**src/rtl/stream_cipher_pkg.sv**
```systemverilog
// Shared definitions for the 8-bit LFSR stream cipher (encryptor and decryptor).
// Holds the LFSR polynomial, the frame state encoding and the keystream helpers.
package stream_cipher_pkg;

  localparam logic [7:0] LFSR_RESET = 8'h01;

  // Feedback taps of the 8-bit LFSR: new bit = t[7] ^ t[5] ^ t[4] ^ t[3]
  localparam int TAP_A = 7;
  localparam int TAP_B = 5;
  localparam int TAP_C = 4;
  localparam int TAP_D = 3;

  typedef enum logic [1:0] {
    HDR     = 2'd0,
    PAYLOAD = 2'd1,
    CHECK   = 2'd2
  } frame_state_t;

  function automatic logic [7:0] lfsr_step(input logic [7:0] t);
    return {t[6:0], t[TAP_A] ^ t[TAP_B] ^ t[TAP_C] ^ t[TAP_D]};
  endfunction

  // Keystream bit i is the LSB of the LFSR before its i-th shift.
  function automatic logic [7:0] keystream_byte(input logic [7:0] lfsr);
    logic [7:0] t;
    logic [7:0] ks;
    t  = lfsr;
    ks = '0;
    for (int i = 0; i < 8; i++) begin
      ks[i] = t[0];
      t     = lfsr_step(t);
    end
    return ks;
  endfunction

  function automatic logic [7:0] lfsr_advance8(input logic [7:0] lfsr);
    logic [7:0] t;
    t = lfsr;
    for (int i = 0; i < 8; i++) begin
      t = lfsr_step(t);
    end
    return t;
  endfunction

endpackage

```
**src/rtl/stream_decipher_rx_if.sv**
```systemverilog
// Byte stream with ready/valid handshake; master drives data/valid, slave drives ready.
interface stream_decipher_rx_if;
  logic [7:0] data;
  logic       valid;
  logic       ready;

  modport master (output data, output valid, input ready);
  modport slave  (input data, input valid, output ready);
endinterface

```
**src/rtl/stream_decipher_rx_keystream.sv**
```systemverilog
// Combinational keystream generator: one byte of keystream and the LFSR state
// that follows it. Shared with the transmit-side encryptor.
module stream_keystream_gen
  import stream_cipher_pkg::*;
(
  input  logic [7:0] lfsr,
  output logic [7:0] ks,
  output logic [7:0] lfsr_next
);

  always_comb begin
    ks        = keystream_byte(lfsr);
    lfsr_next = lfsr_advance8(lfsr);
  end

endmodule

```
**src/rtl/stream_decipher_rx.sv**
```systemverilog
// Receive-side stream decipher: decrypts framed ciphertext (length header,
// payload, optional XOR trailer) and forwards payload bytes over ready/valid.
module stream_decipher_rx
  import stream_cipher_pkg::*;
#(
  parameter logic [7:0] LFSR_INIT = LFSR_RESET,
  parameter bit         CHECK_EN  = 1'b1
) (
  input  logic                        clk,
  input  logic                        rst_n,
  input  logic [7:0]                  seed,
  input  logic                        load,
  stream_decipher_rx_if.slave         ct,
  stream_decipher_rx_if.master        pt,
  output logic                        frame_done,
  output logic                        frame_err,
  output logic                        busy
);

  frame_state_t state_reg, state_next;
  logic [7:0]   lfsr_reg, lfsr_next;
  logic [7:0]   count_reg, count_next;
  logic [7:0]   csum_reg, csum_next;
  logic [7:0]   pt_data_reg, pt_data_next;
  logic         pt_valid_reg, pt_valid_next;
  logic         frame_done_reg, frame_done_next;
  logic         frame_err_reg, frame_err_next;

  logic [7:0]   ks;
  logic [7:0]   lfsr_adv;
  logic [7:0]   plain_byte;
  logic         ct_ready_int;
  logic         ct_fire;

  stream_keystream_gen u_keystream (
    .lfsr      (lfsr_reg),
    .ks        (ks),
    .lfsr_next (lfsr_adv)
  );

  assign plain_byte = ct.data ^ ks;

  // Payload acceptance only stalls when the single output slot is full and not draining.
  always_comb begin
    ct_ready_int = 1'b0;
    if (!load) begin
      case (state_reg)
        HDR:     ct_ready_int = 1'b1;
        PAYLOAD: ct_ready_int = !pt_valid_reg || pt.ready;
        CHECK:   ct_ready_int = 1'b1;
        default: ct_ready_int = 1'b0;
      endcase
    end
  end

  assign ct_fire = ct.valid && ct_ready_int;

  always_ff @(posedge clk or negedge rst_n) begin
    if (!rst_n) begin
      state_reg      <= HDR;
      lfsr_reg       <= LFSR_INIT;
      count_reg      <= '0;
      csum_reg       <= '0;
      pt_data_reg    <= '0;
      pt_valid_reg   <= 1'b0;
      frame_done_reg <= 1'b0;
      frame_err_reg  <= 1'b0;
    end else begin
      state_reg      <= state_next;
      lfsr_reg       <= lfsr_next;
      count_reg      <= count_next;
      csum_reg       <= csum_next;
      pt_data_reg    <= pt_data_next;
      pt_valid_reg   <= pt_valid_next;
      frame_done_reg <= frame_done_next;
      frame_err_reg  <= frame_err_next;
    end
  end

  always_comb begin
    state_next      = state_reg;
    lfsr_next       = lfsr_reg;
    count_next      = count_reg;
    csum_next       = csum_reg;
    pt_data_next    = pt_data_reg;
    pt_valid_next   = pt_valid_reg && !pt.ready;
    frame_done_next = 1'b0;
    frame_err_next  = 1'b0;

    if (load) begin
      lfsr_next     = seed;
      state_next    = HDR;
      pt_valid_next = 1'b0;
      csum_next     = '0;
    end else if (ct_fire) begin
      lfsr_next = lfsr_adv;
      case (state_reg)
        HDR: begin
          count_next = plain_byte;
          csum_next  = '0;
          if (plain_byte != 8'd0) begin
            state_next = PAYLOAD;
          end else if (CHECK_EN) begin
            state_next = CHECK;
          end else begin
            frame_done_next = 1'b1;
          end
        end
        PAYLOAD: begin
          pt_data_next  = plain_byte;
          pt_valid_next = 1'b1;
          csum_next     = csum_reg ^ plain_byte;
          count_next    = count_reg - 8'd1;
          if (count_reg == 8'd1) begin
            if (CHECK_EN) begin
              state_next = CHECK;
            end else begin
              state_next      = HDR;
              frame_done_next = 1'b1;
            end
          end
        end
        CHECK: begin
          state_next      = HDR;
          frame_done_next = 1'b1;
          frame_err_next  = (plain_byte != csum_reg);
        end
        default: state_next = HDR;
      endcase
    end
  end

  assign ct.ready   = ct_ready_int;
  assign pt.data    = pt_data_reg;
  assign pt.valid   = pt_valid_reg;
  assign frame_done = frame_done_reg;
  assign frame_err  = frame_err_reg;
  assign busy       = (state_reg == PAYLOAD) || (state_reg == CHECK);

endmodule

```
**src/flat_wrapper.sv**
```systemverilog
// flat-port wrapper written by rule: the top's interface ports become plain ports
module stream_decipher_rx_flat import stream_cipher_pkg::*;
#(
  parameter logic [7:0] LFSR_INIT = LFSR_RESET,
  parameter bit         CHECK_EN  = 1'b1
)
  (clk, rst_n, seed, load, frame_done, frame_err, busy, ct_data, ct_valid, ct_ready, pt_data, pt_valid, pt_ready);
  stream_decipher_rx_if ct_i ();
  stream_decipher_rx_if pt_i ();
  input  logic clk;
  input  logic rst_n;
  input  logic [7:0] seed;
  input  logic load;
  output logic frame_done;
  output logic frame_err;
  output logic busy;
  input wire logic [$bits(ct_i.data)-1:0] ct_data;
  input wire logic [$bits(ct_i.valid)-1:0] ct_valid;
  output wire logic [$bits(ct_i.ready)-1:0] ct_ready;
  output wire logic [$bits(pt_i.data)-1:0] pt_data;
  output wire logic [$bits(pt_i.valid)-1:0] pt_valid;
  input wire logic [$bits(pt_i.ready)-1:0] pt_ready;
  assign ct_i.data = ct_data;
  assign ct_i.valid = ct_valid;
  assign ct_ready = ct_i.ready;
  assign pt_data = pt_i.data;
  assign pt_valid = pt_i.valid;
  assign pt_i.ready = pt_ready;
  stream_decipher_rx #(.LFSR_INIT(LFSR_INIT), .CHECK_EN(CHECK_EN)) u_core (.clk(clk), .rst_n(rst_n), .seed(seed), .load(load), .ct(ct_i), .pt(pt_i), .frame_done(frame_done), .frame_err(frame_err), .busy(busy));
endmodule
```
**config.mk**
```make
export PLATFORM = sky130hd
export DESIGN_NAME = stream_decipher_rx_flat
export DESIGN_NICKNAME = d
export VERILOG_FILES = /design/src/rtl/stream_cipher_pkg.sv /design/src/rtl/stream_decipher_rx_if.sv /design/src/rtl/stream_decipher_rx_keystream.sv /design/src/rtl/stream_decipher_rx.sv /design/src/flat_wrapper.sv
export SDC_FILE = /design/constraint.sdc
export NUM_CORES = 1
export LEC_CHECK = 0
export ABC_AREA = 1
export CAP_MARGIN = 0
export CORE_ASPECT_RATIO = 0.75
export CORE_MARGIN = 10
export CORE_UTILIZATION = 61
export CTS_BUF_LIST = sky130_fd_sc_hd__clkbuf_8
export DETAILED_ROUTE_END_ITERATION = 16
export PLACE_DENSITY = 0.88
export SYNTH_ARGS = -nofsm -noshare
export SYNTH_HDL_FRONTEND = slang
export SYNTH_SLANG_ARGS = --single-unit
```
**constraint.sdc**
```tcl
create_clock -name clk -period 4.1 [get_ports clk]
set_input_delay 0.82 -clock clk [delete_from_list [all_inputs] [get_ports clk]]
set_output_delay 0.82 -clock clk [all_outputs]
set_load 0.01 [all_outputs]
```
==> reports/metrics.csv <==
stage;metric;value;unit
status;status;complete, no violations;
clock_network;cts_setup_buffers;0;
die;die_y;74.2;um
finish;multi_input_area;0.00129;mm2
drt;route.vias.total;2499;
sta;finalSetupTns;0;ns
synth;synth.distinct_cells;27;
sta;finalMaxSlewViolations;0;
power;p_leak;1.48;nW
worst_setup_path;cp_common_cell;clkdlybuf4s50_1;
synth;syn_inst;346;
worst_setup_path;cp_cell_sequence;clkdlybuf4s50_1 -> buf_4 -> nor3_2 -> clkdlybuf4s50_1;
clock_network;numClockSinks;37;
synth;yosysTopAreaCell;dfrtp_1;
sta;tightest_slew;0.847;ns
synth;avgSynthCellArea;6.90;um2
synth;yosysMostFrequentCell;nand2_1;
synth;synth_common_cells;nand2_1 (126), dfrtp_1 (36), inv_1 (34);
worst_setup_path;crit_family;buffers and inverters;
clock_network;cts_tree;yes;
power;ir_drop;0.000489;V
sta;setup_violations;0;
synth;ys_ff_latch;37;
die;rows;19;
worst_setup_path;r2r-start;u_core.state_reg[1]$_DFFE_PN0P_;
worst_setup_path;crit_buf_inv;3;
placed_design;dpl.cell_count;429;
finish;seq_area;927;um2
finish;final_nets;411;
worst_setup_path;cp_slowest_cell;clkdlybuf4s50_1;
sta;whs;0.472;ns
synth;synth_edf_count;0;
clock_network;cts_max_path_buffers;2;
clock_network;hold_buffers;0;
synth;syn_nets;373;
finish;drive_above_1_share;0.0779;
finish;nFillCells;303;
drt;drt_iter0_drc;234;
clock_network;cts_resized;0;
global_routing;antenna_found_initial;0;
placed_design;routabilityCongestion;0.889;
synth;synth_ff_type;dfrtp_1;
global_routing;track_usage;0.205;
global_routing;grt_pass1_vias;2437;
drt;post_drt_wl_per_cell;15.3;um
worst_setup_path;cp_max_fo;12;
clock_network;cts.clk_slew.worst_paths;0.07;ns
die;core-area;0.00371;mm2
sta;fin_worst_skew;0.00684;ns
finish;area_growth_syn_to_layout;19.7;%
drt;detail_route.drc_violations;0;
sta;layout_min_cycle_time;3.06;ns
finish;final_cells;437;
synth;yosysWarningCount;0;
synth;seq_area_frac_synth;0.388;
clock_network;numCtsBuffers;5;
synth;synthTopCellsByArea;dfrtp_1 (38%), nand2_1 (20%), nand3_1 (6.9%), inv_1 (5.3%), nor2_1 (4.2%);
run;maxCapViolCount;0;
worst_setup_path;path_depth;4;
sta;timing.fmax;327;MHz
placed_design;dp_hpwl;5070;um
worst_setup_path;cp-end-kind;primary output;
drt;routed_via_density;5.72;
worst_setup_path;critPathCapture;ct_ready;
worst_setup_path;worstPathArrival;2.24;ns
die;start_util;0.644;
sta;finalCritPeriodShare;0.747;
sta;final_hold_viol_count;0;
worst_setup_path;timing.rr.end;u_core.pt.data[1]$_DFFE_PN0P_;
hold_path;min_path_type;reg2reg;
power;p_per_area;739;mW/mm2
finish;diodes;0;
clock_network;clock_latency;0.29;ns
synth;netlist_area;0.00239;mm2
die;die_area;0.00684;mm2
drt;ant_nets;0;
clock_network;htreeDepth;2;
worst_setup_path;startpoint;load;
global_routing;grt_remaining_overflow;0;
sta;rsz0062_at_grt;false;
drt;totalWireLength;6670;um
drt;dr.pass1.iters;5;
worst_setup_path;critPathRequiredTime;3.28;ns
placed_design;io_buffers;33;
power;power;2.11;mW
worst_setup_path;rrSetupSlack;1.58;ns
synth;synth_top_area_share;0.377;
global_routing;grt_pass1_wl;11500;um
worst_setup_path;cp-start-kind;input pin;
clock_network;root_buffer;clkbuf_8;
worst_setup_path;critPathMaxStageDelay;0.58;ns
worst_setup_path;r2r_cells;10;
die;die_w;92.3;um
worst_setup_path;worstSetupPathType;in2out;
die;ios;34;
sta;maxSlewHeadroom;0.435;
global_routing;grt_max_degree;38;
synth;async_flop_share;1.00;
## layout make-up
cell class / instances / share of cell area
inverters: 40 / 0.0525
clock inverters: 3 / 0.00394
well taps: 52 / 0.0227
clock buffers: 5 / 0.0241
flip-flops and latches: 37 / 0.324
repair buffers: 36 / 0.122
multi-input cells: 264 / 0.451
## placed cells by master, fill, tap and decap left out, types with 3 or more instances in the layout
cell type        instances
dfrtp_1                 36
o221ai_1                 4
buf_4                    3
clkbuf_8                 5
nand2_2                 11
nand2_1                126
o21ai_0                 19
nand3b_1                 5
xor2_1                   6
inv_2                    5
a21oi_1                  6
nor2_1                  27
o22ai_1                  5
clkdlybuf4s50_1         32
inv_1                   37
ha_1                     6
nand3_1                 33
o211ai_1                 6
## kinds of logic after synthesis
group                      count (synthesis)  synth area share
and+or+nand+nor                          208             0.376
buffers and inverters                     45            0.0718
AOI/OAI and AO/OA                         43             0.107
DFF                                       37             0.388
xor gates and xnor gates                   7            0.0257
adders and majority gates                  6            0.0314
## worst min path at each step
| stage | cells after the start | from | slack (ns) | to |
|---|---|---|---|---|
| floorplan | 2 | u_core.count_reg[3]$_DFFE_PN0P_ | 0.49 | u_core.count_reg[3]$_DFFE_PN0P_ |
| global placement | 2 | u_core.pt.data[2]$_DFFE_PN0P_ | 0.46 | u_core.pt.data[2]$_DFFE_PN0P_ |
| detailed placement | 2 | u_core.pt.data[4]$_DFFE_PN0P_ | 0.46 | u_core.pt.data[4]$_DFFE_PN0P_ |
| CTS | 2 | u_core.pt.data[4]$_DFFE_PN0P_ | 0.48 | u_core.pt.data[4]$_DFFE_PN0P_ |
| global route | 2 | u_core.pt.data[4]$_DFFE_PN0P_ | 0.49 | u_core.pt.data[4]$_DFFE_PN0P_ |
| finish | 2 | u_core.pt.data[0]$_DFFE_PN0P_ | 0.47 | u_core.pt.data[0]$_DFFE_PN0P_ |
## power breakdown
| part | switching (mW) | internal, mW | total (mW) |
|---|---|---|---|
| Clock | 0.128 | 0.113 | 0.241 |
| Sequential | 0.118 | 0.490 | 0.608 |
| Combinational | 0.820 | 0.446 | 1.27 |
## per-layer routing
layer | global-route usage | share of wire
met4 | 0.0683 | 0.015
met2 | 0.317 | 0.43
met5 | 0 | 0
met1 | 0.271 | 0.45
met3 | 0.0613 | 0.10
## metrics by stage
stage               area, um2  worst slack [ns]  utilization
finish                   2860              1.04        0.771
global route             2860             0.954        0.771
CTS                      2860              1.03        0.771
detailed placement       2780              1.03        0.750
global placement         2780              1.08        0.750
floorplan                2390              2.05            -
## worst min-delay path: cells and delay by family, from the launching register on
kind | cells | cell delay, ns
flip-flops | 1 | 0.34
AND/OR/NAND/NOR | 2 | 0.10
(Power assumes the default switching activity.)
